===== src/rtl/rand_vec_checker_pkg.sv =====
// Shared types and constants for the random-vector equivalence checker.
// Holds the checker FSM encoding and the Galois LFSR feedback polynomial.
package rand_vec_checker_pkg;

    typedef enum logic [1:0] {
        ST_IDLE   = 2'd0,
        ST_WARMUP = 2'd1,
        ST_RUN    = 2'd2,
        ST_DONE   = 2'd3
    } state_e;

    // Right-shifting Galois form of x^32 + x^22 + x^2 + x + 1.
    localparam logic [31:0] LFSR_POLY = 32'h8020_0003;

    function automatic logic [31:0] lfsr_step(input logic [31:0] s);
        return (s >> 1) ^ (s[0] ? LFSR_POLY : 32'h0000_0000);
    endfunction

endpackage


===== src/rtl/rand_vec_checker_lfsr.sv =====
// 32-bit Galois LFSR with synchronous load and enable; exposes only the
// low OUT_W bits so callers needing fewer bits leave nothing dangling.
module lfsr32_galois
    import rand_vec_checker_pkg::*;
#(
    parameter logic [31:0] SEED  = 32'hACE1_2B35,
    parameter int          OUT_W = 32
) (
    input  logic             clk,
    input  logic             rst_n,
    input  logic             load,
    input  logic             enable,
    input  logic [31:0]      seed_i,
    output logic [OUT_W-1:0] state_o
);

    logic [31:0] state_q;
    logic [31:0] state_d;

    // NOTE: combinational blocks assign a default first so no path can
    // leave a signal unassigned and infer a latch.
    always_comb begin
        state_d = state_q;
        if (load) begin
            state_d = seed_i;
        end else if (enable) begin
            state_d = lfsr_step(state_q);
        end
    end

    // NOTE: sequential state uses non-blocking assignments so every flop
    // samples pre-edge values regardless of statement order.
    always_ff @(posedge clk or negedge rst_n) begin
        if (!rst_n) begin
            state_q <= SEED;
        end else begin
            state_q <= state_d;
        end
    end

    assign state_o = state_q[OUT_W-1:0];

endmodule


===== config.mk =====
export PLATFORM = sky130hd
export DESIGN_NAME = lfsr32_galois
export DESIGN_NICKNAME = d
export VERILOG_FILES = /design/src/rtl/rand_vec_checker_pkg.sv /design/src/rtl/rand_vec_checker_lfsr.sv
export SDC_FILE = /design/constraint.sdc
export NUM_CORES = 1
export LEC_CHECK = 0
export ABC_CLOCK_PERIOD_IN_PS = 1000
export CAP_MARGIN = 20
export CORE_MARGIN = 5
export CORE_UTILIZATION = 37
export DETAILED_ROUTE_END_ITERATION = 10
export GPL_TIMING_DRIVEN = 0
export PLACE_DENSITY = 0.79
export SYNTH_ARGS = -nofsm -noshare
export SYNTH_HDL_FRONTEND = slang
export SYNTH_SLANG_ARGS = --single-unit
export TNS_END_PERCENT = 20

===== constraint.sdc =====
create_clock -name clk -period 1 [get_ports clk]
set_clock_uncertainty 0.1 [all_clocks]
set_input_delay 0.15 -clock clk [delete_from_list [all_inputs] [get_ports clk]]
set_output_delay 0.15 -clock clk [all_outputs]
set_load 0.02 [all_outputs]

### After elaboration in Yosys (flattened, before gate mapping)

Cells that the tools add are included.

* register bits: 32
* input bits: 36
* output and inout bits: 32
* word-level logic and storage cells: 6

* multiplexer cells: 3
* bitwise operators: 1
* reductions and logical operators: 1

Operator list (number)
* $mux 32: 3
* $xor 31x32->32: 1
* $reduce_bool 2->1: 1

### Longest topological paths before layout

* depth after elaboration: 4
* gate-level depth with buffers: 4

### Worst setup path after synthesis

No wires, ideal clock.

* kind: register -> register
* start point: register state_o[21] (netlist name)
* end point: register state_q[21] (netlist: state_o[21])
* arrival time: 1007 ps
* setup slack: -188 ps
* stages on the path, launching flop included: 3
* path buffers: 0
* cell sequence: dfstp_2 -> or3b_1 -> o211ai_1

RTL lines
* end signal: assignment: line rand_vec_checker_lfsr.sv:37 `state_q <= state_d;`
* end: declaration: line rand_vec_checker_lfsr.sv:17 `logic [31:0] state_q;`

### Worst setup path in the final report

* start point: register state_q[21] (netlist: state_o[21])
* end point: output port state_o[21]

RTL lines
* end: declaration: line rand_vec_checker_lfsr.sv:14 `output logic [OUT_W-1:0] state_o`

No word-level cell between the ends.

==> out/qor.txt <==
Status: finished with violations
Failing checks: hold timing, setup timing
Site row count: 23
DR WL/cell: 14.5 um
H-tree depth: 2
CTS Hold Bufs: 0
Slowest stage cell, crit path: dfstp_2
Clk buf depth: 2
Max_cap viols: 0
Clock slew at reported path FFs: 70 ps
Achievable Freq: 819 MHz
Most frequent cells in the layout: nand2_1, clkdlybuf4s50_1, mux2i_1, o21ai_1, buf_6
Number of nets in the layout: 270
Die area: 5580 um2
Share of layout cells above drive strength 1: 35.3%
Crit path DAT: 970 ps
Met1 usage: 19.9%
Critical path startpoint category: register
Chip height: 74.7 um
Critical Path RT: 750 ps
ANT nets after route: 0
Input/output buffers: 66
Worst Setup Slack, final: -220 ps
Measured slew at the worst slew-check pin: 879 ps
Critical Path Fanout Max: 3
Clk_lat worst skew: 280 ps
CTS tree: yes
RSZ-0062 raised after global routing: yes
#FFs+latches synth: 32
Crit share post-route: 122%
Initial antenna violation count: 0
Leakage power: 1.17 nW
Top cell type's share of synthesized area: 27.1%
Largest net degree at the start of global routing: 18
DP HPWL: 2880 um
Syn Inst Count: 143
Post-layout util: 61.8%
Critical Path, Cell by Cell: buf_6
WL final: 4140 um
Sequential share of the synthesized area: 53.0%
Die span in x: 74.7 um
N_diodes: 0
Fill cell total of the finished layout: 359
Min cycle time layout: 1220 ps
Clk sinks: 32
Area of the mapped netlist: 1550 um2
Max reg flops: 32
Clock root cell: clkbuf_8
Final setup violation count: 46
Worst VDD drop: 0.718 mV
Critical Path Max Stage Delay: 570 ps
CP endpoint kind: output port
RePlAce Congestion: 0.735
Worst Hold Class: in -> async
Area growth, synth to finish: 60.8%
Tot GR Track Use: 16.4%
Met2 Use GR: 27.3%
Vias in the first global route: 1,477
Yosys synthesis warning count: 0
Core Area: 4030 um2
Vias: 1,387
Busiest grt layer: met2
Delay-heaviest family, CP: flip-flops
Average cell area after synthesis: 10.8 um2
Total power: 0.00366 W
Final slew viol count: 0
First-pass GRT wire length: 6830 um
Initial Util: 38.4%
Remaining global-route overflow: 0
Slew headroom: 41.4%
P per Cell Area: 1470 nW/um2
Router iterations before antenna repair: 4
WP buf/inv: 1
Unique cell type count in the Yosys netlist: 17
First DRT Iteration DRCs: 89
Worst hold slack: -1.33 ps
Synth area leader: dfstp_2
Final hold viol count: 4
Met3 global-route usage: 4.14%
Clock buffer count from CTS: 5
I/O pins: 68
Leading post-synthesis cells by cell area: dfstp_2, dfrtp_1, mux2i_1
Mapped Nets: 179
Critical path class: reg -> out
Vias/cell: 4.87
DRC Markers: 0
==> metrics by stage <==
step / setup slack [ps] / TNS, ps / cells / area (um2)
finish: -220 / -4920 / 285 / 2490
global route: -257 / -6970 / 285 / 2490
CTS: -223 / -5270 / 285 / 2460
detailed placement: -457 / -33190 / 260 / 2300
global placement: -885 / -45820 / 259 / 2270
floorplan: -178 / -372 / 143 / 1550
==> cell type report <==
class                      instances  area, um2  area share (%)
timing repair buffer              84        792            31.8
tap                               50       62.6            2.51
buffer                            11       96.3            3.87
multi-input combinational        100        638            25.6
clock buffer                       7       76.3            3.06
sequential                        32        821            32.9
clock inverter                     1       5.00           0.201
==> cell families (layout without fill, tap and decap cells) <==
family,count (synthesis),count (layout),synth area share [%]
buffers and inverters,11,103,5.82
AOI/OAI and AO/OA,32,32,11.0
and+or+nand+nor,37,37,10.3
DFF,32,32,53.0
muxes,29,29,18.7
xor gates and xnor gates,2,2,1.13
==> what timing repair did <==
action	4_1_cts	5_1_grt
buffers inserted	17	0
setup endpoints to repair	89	59
resized for setup	168	9
==> Yosys cell counts, drive strengths merged <==
cell	instances
dfrtp	16
a221o	1
xnor2	2
mux2i	29
nand2	32
clkbuf	1
o211ai	2
or3b	2
nor2b	1
dfstp	16
buf	10
nor4bb	1
nand2b	1
o21ai	29
==> metal layers <==
layer,vias up,routed length (um)
li1,671,-
met1,657,1740
met2,49,2010
met3,10,313
met4,0,85
met5,-,0
==> worst paths after layout <==
| kind | start | endpoint | slack [ps] | cells past startpoint |
|---|---|---|---|---|
| worst max-delay path | state_o[21] | state_o[21] | -220 | 1 |
| worst min-delay path | rst_n | state_o[24] | -1 | 1 |
| worst max register to register | state_o[21] | state_o[21] | -190 | 2 |
| worst min register to register | state_o[7] | state_o[7] | 480 | 2 |
| max in group asynchronous | rst_n | state_o[9] | 150 | 2 |
| min in group clk | enable | state_o[21] | 120 | 3 |
==> power breakdown <==
part | internal, W | switching [W]
Sequential | 0.00149 | 0.000116
Combinational | 0.000600 | 0.000503
Clock | 0.000488 | 0.000469
Total | 0.00258 | 0.00109
Power figures use the tool's default switching activity.
